<file path="config.mk">
export PLATFORM = sky130hd
export DESIGN_NAME = hs4_rr_arbiter_flat
export DESIGN_NICKNAME = d
export VERILOG_FILES = /design/src/rtl/hs4_rr_arbiter_pkg.sv /design/src/rtl/hs4_rr_arbiter_if.sv /design/src/rtl/hs4_rr_arbiter_rr_pick.sv /design/src/rtl/hs4_rr_arbiter.sv /design/src/flat_wrapper.sv
export SDC_FILE = /design/constraint.sdc
export NUM_CORES = 1
export LEC_CHECK = 0
export BUFFER_PORTS_ARGS = -buffer_cell sky130_fd_sc_hd__buf_2
export CAP_MARGIN = 0
export CORE_MARGIN = 1
export CORE_UTILIZATION = 48
export DETAILED_ROUTE_END_ITERATION = 10
export PLACE_DENSITY = 0.75
export SLEW_MARGIN = 20
export SYNTH_ARGS = -nofsm -noshare
export SYNTH_HDL_FRONTEND = slang
export SYNTH_SLANG_ARGS = --single-unit
</file>
<file path="constraint.sdc">
create_clock -name clk -period 2.2 [get_ports clk]
set_input_delay 0.33 -clock clk [delete_from_list [all_inputs] [get_ports clk]]
set_output_delay 0.33 -clock clk [all_outputs]
set_load 0.01 [all_outputs]
</file>
<file path="src/rtl/hs4_rr_arbiter_pkg.sv">
// Shared definitions for the 4-phase round-robin arbiter: FSM state encoding
// and counter widths.
package hs4_rr_arbiter_pkg;

  typedef enum logic [1:0] {
    ST_IDLE    = 2'd0,
    ST_GRANT   = 2'd1,
    ST_GAP     = 2'd2,
    ST_WAITREL = 2'd3
  } arb_state_e;

  localparam int GAP_W   = 4;
  localparam int MAX_GAP = 15;
  localparam int HOLD_W  = 16;

endpackage

</file>
<file path="src/rtl/hs4_rr_arbiter_if.sv">
// Request/grant bundle between requesters (master) and the arbiter (slave).
interface hs4_rr_arbiter_if #(
  parameter int N_REQ = 4,
  parameter int IDX_W = $clog2(N_REQ)
);
  logic [N_REQ-1:0] req;
  logic [N_REQ-1:0] gnt;
  logic             gnt_valid;
  logic [IDX_W-1:0] gnt_idx;
  logic             busy;
  logic             timeout;
  logic [N_REQ-1:0] revoked;

  modport master (output req, input gnt, gnt_valid, gnt_idx, busy, timeout, revoked);
  modport slave  (input req, output gnt, gnt_valid, gnt_idx, busy, timeout, revoked);
endinterface

</file>
<file path="src/rtl/hs4_rr_arbiter_rr_pick.sv">
// Rotating priority encoder: first set request bit at or after i_ptr, wrapping
// modulo N_REQ so non-power-of-2 requester counts are handled.
module rr_pick #(
  parameter int N_REQ = 4,
  parameter int IDX_W = $clog2(N_REQ)
) (
  input  logic [N_REQ-1:0] i_req,
  input  logic [IDX_W-1:0] i_ptr,
  output logic [N_REQ-1:0] o_onehot,
  output logic [IDX_W-1:0] o_idx,
  output logic             o_any
);

  localparam logic [N_REQ-1:0] ONE_N = {{(N_REQ-1){1'b0}}, 1'b1};

  int w_cand;

  // Scan ptr, ptr+1, ... and keep the first hit.
  always_comb begin
    w_cand   = 0;
    o_any    = 1'b0;
    o_idx    = {IDX_W{1'b0}};
    for (int k = 0; k < N_REQ; k++) begin
      w_cand = int'(i_ptr) + k;
      if (w_cand >= N_REQ) begin
        w_cand = w_cand - N_REQ;
      end else begin
        w_cand = w_cand;
      end
      if (!o_any && i_req[w_cand[IDX_W-1:0]]) begin
        o_any = 1'b1;
        o_idx = w_cand[IDX_W-1:0];
      end else begin
        o_any = o_any;
      end
    end
    o_onehot = o_any ? (ONE_N << o_idx) : {N_REQ{1'b0}};
  end

endmodule

</file>
<file path="src/rtl/hs4_rr_arbiter.sv">
// N-way round-robin arbiter with a 4-phase req/gnt handshake, mandatory idle
// gap between grants and an optional hold watchdog that revokes stuck grants.
module hs4_rr_arbiter
  import hs4_rr_arbiter_pkg::*;
#(
  parameter int          N_REQ    = 4,
  parameter int          IDX_W    = $clog2(N_REQ),
  parameter int          GAP_CYC  = 1,
  parameter logic [15:0] MAX_HOLD = 16'd0
) (
  input logic             clk,
  input logic             rst_sync,
  hs4_rr_arbiter_if.slave bus
);

  localparam logic [N_REQ-1:0] ONE_N    = {{(N_REQ-1){1'b0}}, 1'b1};
  localparam logic [IDX_W-1:0] LAST_IDX = IDX_W'(N_REQ - 1);
  localparam logic [GAP_W-1:0] GAP_LIM  = GAP_W'(GAP_CYC);
  localparam arb_state_e       ST_REL   = (GAP_CYC == 0) ? ST_IDLE : ST_GAP;

  arb_state_e        r_state, w_state_nxt;
  logic [N_REQ-1:0]  r_gnt, w_gnt_nxt;
  logic [IDX_W-1:0]  r_gnt_idx, w_gnt_idx_nxt;
  logic [IDX_W-1:0]  r_widx, w_widx_nxt;
  logic [IDX_W-1:0]  r_ptr, w_ptr_nxt;
  logic [N_REQ-1:0]  r_revoked, w_revoked_nxt;
  logic [GAP_W-1:0]  r_gap_cnt, w_gap_cnt_nxt;
  logic [HOLD_W-1:0] r_hold_cnt, w_hold_cnt_nxt;
  logic              r_gnt_valid, r_busy, r_timeout, w_timeout_nxt;

  logic [N_REQ-1:0]  w_pick_onehot;
  logic [IDX_W-1:0]  w_pick_idx;
  logic              w_pick_any;
  logic              w_req_w;

  rr_pick #(.N_REQ(N_REQ), .IDX_W(IDX_W)) u_pick (
    .i_req    (bus.req & ~r_revoked),
    .i_ptr    (r_ptr),
    .o_onehot (w_pick_onehot),
    .o_idx    (w_pick_idx),
    .o_any    (w_pick_any)
  );

  assign w_req_w = bus.req[r_widx];

  // Next-state and next-output logic; release is tested before the watchdog.
  always_comb begin
    w_state_nxt    = r_state;
    w_gnt_nxt      = r_gnt;
    w_gnt_idx_nxt  = r_gnt_idx;
    w_widx_nxt     = r_widx;
    w_ptr_nxt      = r_ptr;
    w_gap_cnt_nxt  = r_gap_cnt;
    w_hold_cnt_nxt = r_hold_cnt;
    w_timeout_nxt  = 1'b0;
    w_revoked_nxt  = r_revoked & bus.req;
    case (r_state)
      ST_IDLE: begin
        if (w_pick_any) begin
          w_gnt_nxt      = w_pick_onehot;
          w_gnt_idx_nxt  = w_pick_idx;
          w_widx_nxt     = w_pick_idx;
          w_ptr_nxt      = (w_pick_idx == LAST_IDX) ? {IDX_W{1'b0}} : w_pick_idx + 1'b1;
          w_hold_cnt_nxt = 16'd1;
          w_state_nxt    = ST_GRANT;
        end else begin
          w_state_nxt = ST_IDLE;
        end
      end
      ST_GRANT: begin
        if (!w_req_w) begin
          w_gnt_nxt     = {N_REQ{1'b0}};
          w_gnt_idx_nxt = {IDX_W{1'b0}};
          w_gap_cnt_nxt = 4'd1;
          w_state_nxt   = ST_REL;
        end else if ((MAX_HOLD != 16'd0) && (r_hold_cnt == MAX_HOLD)) begin
          w_gnt_nxt     = {N_REQ{1'b0}};
          w_gnt_idx_nxt = {IDX_W{1'b0}};
          w_timeout_nxt = 1'b1;
          w_revoked_nxt = w_revoked_nxt | (ONE_N << r_widx);
          w_state_nxt   = ST_WAITREL;
        end else begin
          w_hold_cnt_nxt = r_hold_cnt + 16'd1;
        end
      end
      ST_WAITREL: begin
        if (!w_req_w) begin
          w_gap_cnt_nxt = 4'd1;
          w_state_nxt   = ST_REL;
        end else begin
          w_state_nxt = ST_WAITREL;
        end
      end
      ST_GAP: begin
        if (r_gap_cnt >= GAP_LIM) begin
          w_state_nxt = ST_IDLE;
        end else begin
          w_gap_cnt_nxt = r_gap_cnt + 4'd1;
        end
      end
      default: begin
        w_state_nxt   = ST_IDLE;
        w_gnt_nxt     = {N_REQ{1'b0}};
        w_gnt_idx_nxt = {IDX_W{1'b0}};
      end
    endcase
  end

  // State and registered outputs; synchronous reset wins over everything.
  always_ff @(posedge clk) begin
    if (rst_sync) begin
      r_state     <= ST_IDLE;
      r_gnt       <= {N_REQ{1'b0}};
      r_gnt_idx   <= {IDX_W{1'b0}};
      r_widx      <= {IDX_W{1'b0}};
      r_ptr       <= {IDX_W{1'b0}};
      r_revoked   <= {N_REQ{1'b0}};
      r_gap_cnt   <= 4'd0;
      r_hold_cnt  <= 16'd0;
      r_gnt_valid <= 1'b0;
      r_busy      <= 1'b0;
      r_timeout   <= 1'b0;
    end else begin
      r_state     <= w_state_nxt;
      r_gnt       <= w_gnt_nxt;
      r_gnt_idx   <= w_gnt_idx_nxt;
      r_widx      <= w_widx_nxt;
      r_ptr       <= w_ptr_nxt;
      r_revoked   <= w_revoked_nxt;
      r_gap_cnt   <= w_gap_cnt_nxt;
      r_hold_cnt  <= w_hold_cnt_nxt;
      r_gnt_valid <= |w_gnt_nxt;
      r_busy      <= (w_state_nxt != ST_IDLE);
      r_timeout   <= w_timeout_nxt;
    end
  end

  assign bus.gnt       = r_gnt;
  assign bus.gnt_valid = r_gnt_valid;
  assign bus.gnt_idx   = r_gnt_idx;
  assign bus.busy      = r_busy;
  assign bus.timeout   = r_timeout;
  assign bus.revoked   = r_revoked;

endmodule

</file>
<file path="src/flat_wrapper.sv">
// flat-port wrapper written by rule: the top's interface ports become plain ports
module hs4_rr_arbiter_flat import hs4_rr_arbiter_pkg::*;
#(
  parameter int          N_REQ    = 4,
  parameter int          IDX_W    = $clog2(N_REQ),
  parameter int          GAP_CYC  = 1,
  parameter logic [15:0] MAX_HOLD = 16'd0
)
  (clk, rst_sync, bus_req, bus_gnt, bus_gnt_valid, bus_gnt_idx, bus_busy, bus_timeout, bus_revoked);
  hs4_rr_arbiter_if #(.N_REQ(N_REQ), .IDX_W(IDX_W)) bus_i ();
  input logic clk;
  input logic rst_sync;
  input wire logic [$bits(bus_i.req)-1:0] bus_req;
  output wire logic [$bits(bus_i.gnt)-1:0] bus_gnt;
  output wire logic [$bits(bus_i.gnt_valid)-1:0] bus_gnt_valid;
  output wire logic [$bits(bus_i.gnt_idx)-1:0] bus_gnt_idx;
  output wire logic [$bits(bus_i.busy)-1:0] bus_busy;
  output wire logic [$bits(bus_i.timeout)-1:0] bus_timeout;
  output wire logic [$bits(bus_i.revoked)-1:0] bus_revoked;
  assign bus_i.req = bus_req;
  assign bus_gnt = bus_i.gnt;
  assign bus_gnt_valid = bus_i.gnt_valid;
  assign bus_gnt_idx = bus_i.gnt_idx;
  assign bus_busy = bus_i.busy;
  assign bus_timeout = bus_i.timeout;
  assign bus_revoked = bus_i.revoked;
  hs4_rr_arbiter #(.N_REQ(N_REQ), .IDX_W(IDX_W), .GAP_CYC(GAP_CYC), .MAX_HOLD(MAX_HOLD)) u_core (.clk(clk), .rst_sync(rst_sync), .bus(bus_i));
endmodule
</file>
After elaboration in Yosys (flattened, before gate mapping)
Cells that the tools add are included.
Word-level totals
  bits in registers: 22
  bits of input ports: 6
  output and inout port bits: 13
  logic and storage cells: 92
Operators by class
  add/subtract/negate cells: 9
  magnitude comparators: 10
  eq/ne operators: 8
  shift-type cells: 1
  mux-type cells: 37
  bitwise logic cells: 3
  reduce and logical (&&, ||, !) cells: 15
Operators with widths (number)
  2-bit two-way mux: 13
  4-bit two-way mux: 4
  4-bit one-hot mux with 2 select lines: 2
  2-bit by 3-bit less-than comparator with 1-bit output (second input constant): 5
  1-bit two-way mux: 11
  1-bit binary-select mux with 2-bit select: 5
  3-bit greater-or-equal comparator (second input constant): 3
  4-bit bitwise AND: 2
  2-bit inequality test (second input constant): 4
  2-bit one-hot mux with 4 select lines: 1
  2-bit by 1-bit subtractor with 2-bit output (second input constant): 4
  2-bit by 2-bit adder with 3-bit output (second input constant): 2
  2-bit == test (second input constant): 3
  3-bit AND reduction: 2
  2-bit nonzero test: 3
  4-bit by 1-bit adder with 4-bit output (second input constant): 1
  4-bit by 1-bit greater-or-equal comparator with 1-bit output (second input constant): 1
  4-bit NOT: 1
  2-bit one-hot mux with 2 select lines: 1
  4-bit OR reduction: 1
  1-bit by 2-bit left shift with 4-bit output (first input constant): 1
  2-bit by 1-bit adder with 3-bit output (second input constant): 1
  2-bit by 3-bit greater-or-equal comparator with 1-bit output (second input constant): 1
  1-bit logical AND: 3
  other kinds (6): 8

Depth between registers and ports, before layout
  depth in word-level cells: 18
  depth in mapped cells: 7
  depth with buffers taken out: 7

By module
From an unflattened synthesis, not the netlist that was laid out.
Unflattened totals
  cells, all modules: 141
  area, all modules: 1143.6 um2
By module, submodules not included
  hs4_rr_arbiter: times used 1, cells an instance 109, area an instance 960.9 um2, sequential area each 440.4 um2
  rr_pick: times used 1, cells an instance 32, area an instance 182.7 um2, sequential area each 0.0 um2

Least setup slack after synthesis
No wires, ideal clock.
  path kind: reg-to-reg
  start point: reg u_core.r_revoked[0] (netlist: u_core.bus.revoked[0])
  end point: reg u_core.r_gnt_valid (netlist: u_core.bus.gnt_valid)
  library setup time: 0.117 ns
  arrival time: 2.110 ns
  required time: 2.083 ns
  slack: -0.026 ns
  stages on the path, launching flop included: 8
  buffers on the path: 0
  period minus slack after synthesis: 2.226 ns
  cells stage by stage: dfxtp_1 nand2b_1 a21oi_1 o32ai_1 inv_1 ha_1 or4_1 a22o_1
On the way
  cells in the longest elaborated chain, start to end: 18
  elaborated cells between the ends (all ways): 28
  those cells by class: shift: 1; mux: 18; bitwise: 2; reduce/logical: 7
RTL lines
  start, declared: line hs4_rr_arbiter.sv:26  | logic [N_REQ-1:0] r_revoked, w_revoked_nxt;
  start signal, assigned: line hs4_rr_arbiter.sv:117  | r_revoked <= {N_REQ{1'b0}};
  start signal, assigned: line hs4_rr_arbiter.sv:129  | r_revoked <= w_revoked_nxt;
  4-bit NOT *: line hs4_rr_arbiter.sv:37  | .i_req (bus.req & ~r_revoked),
  4-bit bitwise AND *: line hs4_rr_arbiter.sv:37
  1-bit binary-select mux with 2-bit select: line hs4_rr_arbiter_rr_pick.sv:30  | if (!o_any && i_req[w_cand[IDX_W-1:0]]) begin
  1-bit two-way mux (not written as such): line hs4_rr_arbiter_rr_pick.sv:30
  1-bit two-way mux: line hs4_rr_arbiter_rr_pick.sv:30
  1-bit zero test: line hs4_rr_arbiter_rr_pick.sv:30
  1-bit logical AND: line hs4_rr_arbiter_rr_pick.sv:30
  1-bit two-way mux: line hs4_rr_arbiter_rr_pick.sv:30
  [... 3 more ...]
  1-bit zero test: line hs4_rr_arbiter_rr_pick.sv:30
  1-bit logical AND: line hs4_rr_arbiter_rr_pick.sv:30
  2-bit two-way mux *: line hs4_rr_arbiter_rr_pick.sv:30
  named net u_core.u_pick.o_idx[0]: line hs4_rr_arbiter_rr_pick.sv:10  | output logic [IDX_W-1:0] o_idx,
  1-bit by 2-bit left shift with 4-bit output *: line hs4_rr_arbiter_rr_pick.sv:37  | o_onehot = o_any ? (ONE_N << o_idx) : {N_REQ{1'b0}};
  4-bit two-way mux *: line hs4_rr_arbiter.sv:59  | if (w_pick_any) begin
  4-bit one-hot mux with 2 select lines *: line hs4_rr_arbiter.sv:57  | case (r_state)
  4-bit OR reduction *: line hs4_rr_arbiter.sv:132  | r_gnt_valid <= |w_gnt_nxt;
  end signal, assigned: line hs4_rr_arbiter.sv:132
  end, declared: line hs4_rr_arbiter.sv:29  | logic r_gnt_valid, r_busy, r_timeout, w_timeout_nxt;
Mark *: on every way through the listed nets, which the timed path passes. The rest lies on a longest branch. The select of a mux whose other input is x is not followed.
A chain may end at the register's enable or synchronous reset.

Final worst setup path
Ends and elaborated chain as after synthesis.

==> flow_summary.yaml <==
outcome:
  outcome: "completed"
clocking:
  cts.reportedPaths.clkPinSlew_ps: 130
  cts_root_buffer: "clkbuf_4"
  cts_buffer_depth: 2
  cts_tree: "done"
  cts_sinks: 22
  cts_max_level: 1
  clkLatencyLatePin_ps: 310
  cts_setup_buffers: 0
  cts_made_buffers: 3
routing:
  route.vias.total: 855
  wl_met2_mm: 1.04
  wl_met1_um: 976
  vias_per_cell: 5.55
  routed.top_layer: "met3"
  ant_nets: 0
  drc_errors: 0
  dr.pass1.iters: 4
  dr_wl_met3_um: 63
  routed_wl_mm: 2.08
  drt-initial-drc-count: 15
  wire_per_inst_um: 13.5
logic_synthesis:
  synth_area_um2: 1070
  synthDistinctLibCells: 37
  synth_most_common_cell: "dfxtp_1"
  synth-seq-cells: 22
  synth_common_cells: "dfxtp_1, a22o_1, ha_1"
  yosys.area.top_type: "dfxtp_1"
  synth_ff_type: "dfxtp_1"
  yosysSeqAreaShare_pct: 41.2
  synth_area_per_cell_um2: 10.5
  synth_edf_count: 0
  synthArstFlopShare_pct: 0
  yosysWarnings: 0
  synth_top_cell_area_share_pct: 41.2
  yosys-top-cells-area: "dfxtp_1, ha_1, a22o_1"
  syn_nets: 115
  postSynthCellCount: 102
final_layout:
  area_growth_pct: 22.7
  multiInputGateArea_um2: 631
  diodes: 0
  drive_gt1_share_pct: 33.9
  nets: 141
  seq_area_um2: 442
  n_fill_cell: 171
  final_util_pct: 64.9
power_and_ir_drop:
  p_per_area_nw_per_um2: 872
  power.leakage_nw: 0.602
  vdd_drop_max_mv: 0.506
die:
  fp.dieW_um: 49.2
  dieHeight_um: 49.2
  initial_utilization_pct: 52.8
  die-area_um2: 2420
  ios: 19
  core_um2: 2020
  fp-row-count: 16
global_route:
  grt_pass1_wl_mm: 3.51
  grt_pass1_vias: 805
  grt_max_degree: 14
  grt_overflow: 0
  grt_util_all_layers_pct: 18.9
  antenna_found_initial: 0
sta:
  period_needed_ps: 2120
  finalHoldViolCount: 0
  clock-skew-final_ps: 12.4
  fin_crit_sh_pct: 96.3
  whs_ps: 321
  slew_viol_final: 0
  finalSetupViolations: 0
  rsz0062_at_grt: "no"
  max_freq_ghz: 0.472
setup_path:
  cp-end-kind: "flop"
  critPathMaxStageDelay_ps: 500
  worst_setup_path_start_kind: "flop"
  crit_required_ps: 2420
  crit_buf_inv: 1
  crit_path_max_fanout: 5
  crit_type: "flop to flop"
  critPathSlowestCell: "or4_1"
  cp_top_family: "compound AO/OA/AOI/OAI gates"
  crit_arrival_ps: 2340
  path_cells: "nand2b_1 -> o221a_1 -> o32ai_4 -> inv_1 -> ha_1 -> or4_1 -> a22o_1"
placement:
  detailed_place_hpwl_mm: 1.62
  port_buffers: 17
  gp_congestion: 0.872
job:
  cap_violations: 0
worst_hold_path:
  hp-class: "input pin to flop"
==> cell families after synthesis <==
kind of cell / synth area share [%]
fa+ha+maj: 8.20
flops: 41.2
simple gates: 22.4
buf+inv: 3.16
compound gates: 21.7
mux: 3.04
other cells: 0.351
==> power by group <==
group / switching, W / internal [W]
combinational: 0.000177 / 0.000162
clock: 0.000122 / 0.000184
sequential: 0.0000454 / 0.000453
total: 0.000344 / 0.000800
==> sequential cells by signal, summed over array words and instances, names as in the netlist <==
name / cells
u_core.bus.gnt_idx: 2
u_core.r_gap_cnt: 4
u_core.bus.revoked: 4
u_core.bus.gnt_valid: 1
u_core.r_ptr: 2
u_core.bus.busy: 1
u_core.r_state: 2
u_core.bus.gnt: 4
u_core.r_widx: 2
==> final timing paths <==
path                    startpoint               endpoint  slack [ps]  cells after the start
max          u_core.bus.revoked[0]   u_core.bus.gnt_valid          80                      7
min                     bus_req[1]  u_core.bus.revoked[1]         320                      2
max reg2reg  u_core.bus.revoked[0]   u_core.bus.gnt_valid          80                      7
min reg2reg  u_core.bus.gnt_idx[0]  u_core.bus.gnt_idx[0]         480                      1
==> routing by layer <==
| layer | up-vias | track usage [%] |
|---|---|---|
| met5 | - | 0 |
| li1 | 424 | - |
| met2 | 18 | 32.0 |
| met1 | 413 | 23.3 |
| met4 | 0 | 6.86 |
| met3 | 0 | 4.05 |
==> timing repair <==
| action | CTS | global route |
|---|---|---|
| pin swaps | 0 | 1 |
| resized for setup | 1 | 4 |
| setup endpoints to repair | 1 | 1 |
| hold buffers | 0 | 0 |
==> worst reg2reg max path, cell delays in order, from the launching register on <==
cell	delay, ps
dfxtp_2	370
nand2b_1	160
o221a_1	300
o32ai_4	180
inv_1	120
ha_1	230
or4_1	500
a22o_1	200
==> stage by stage <==
stage | setup slack, ps | area, um2 | TNS (ps) | power [W] | std cells
detailed placement | -107 | 1230 | -107 | 0.000829 | 150
global route | 19.5 | 1310 | 0 | 0.00121 | 154
finish | 80.6 | 1310 | 0 | 0.00114 | 154
global placement | 19.1 | 1230 | 0 | 0.000815 | 150
CTS | 10.1 | 1290 | 0 | 0.00114 | 154
floorplan | 92.8 | 1080 | 0 | 0.000726 | 102
==> placed cells by master (no fill, tap or decap), types with 2 or more instances in the layout <==
cell / Yosys / layout
nand2b_1: 3 / 2
buf_4: 1 / 6
nand2_1: 4 / 4
nor2_1: 6 / 6
buf_2: 0 / 17
ha_1: 7 / 7
a211oi_1: 3 / 2
dfxtp_1: 22 / 21
or4_1: 2 / 2
o21ai_0: 2 / 2
inv_1: 6 / 6
and3_1: 5 / 5
a21oi_1: 6 / 6
nor3_1: 2 / 2
nor2b_4: 3 / 3
clkbuf_4: 0 / 3
nor2b_1: 2 / 2
a22o_1: 7 / 7
==> layout make-up <==
type	instances	area share (%)
Multi-Input combinational cell	72	48.1
Sequential cell	22	33.7
Timing Repair Buffer	23	9.92
Tap cell	27	2.58
Clock inverter	1	2.29
Clock buffer	3	1.72
Inverter	6	1.72
(Power assumes the default switching activity.)
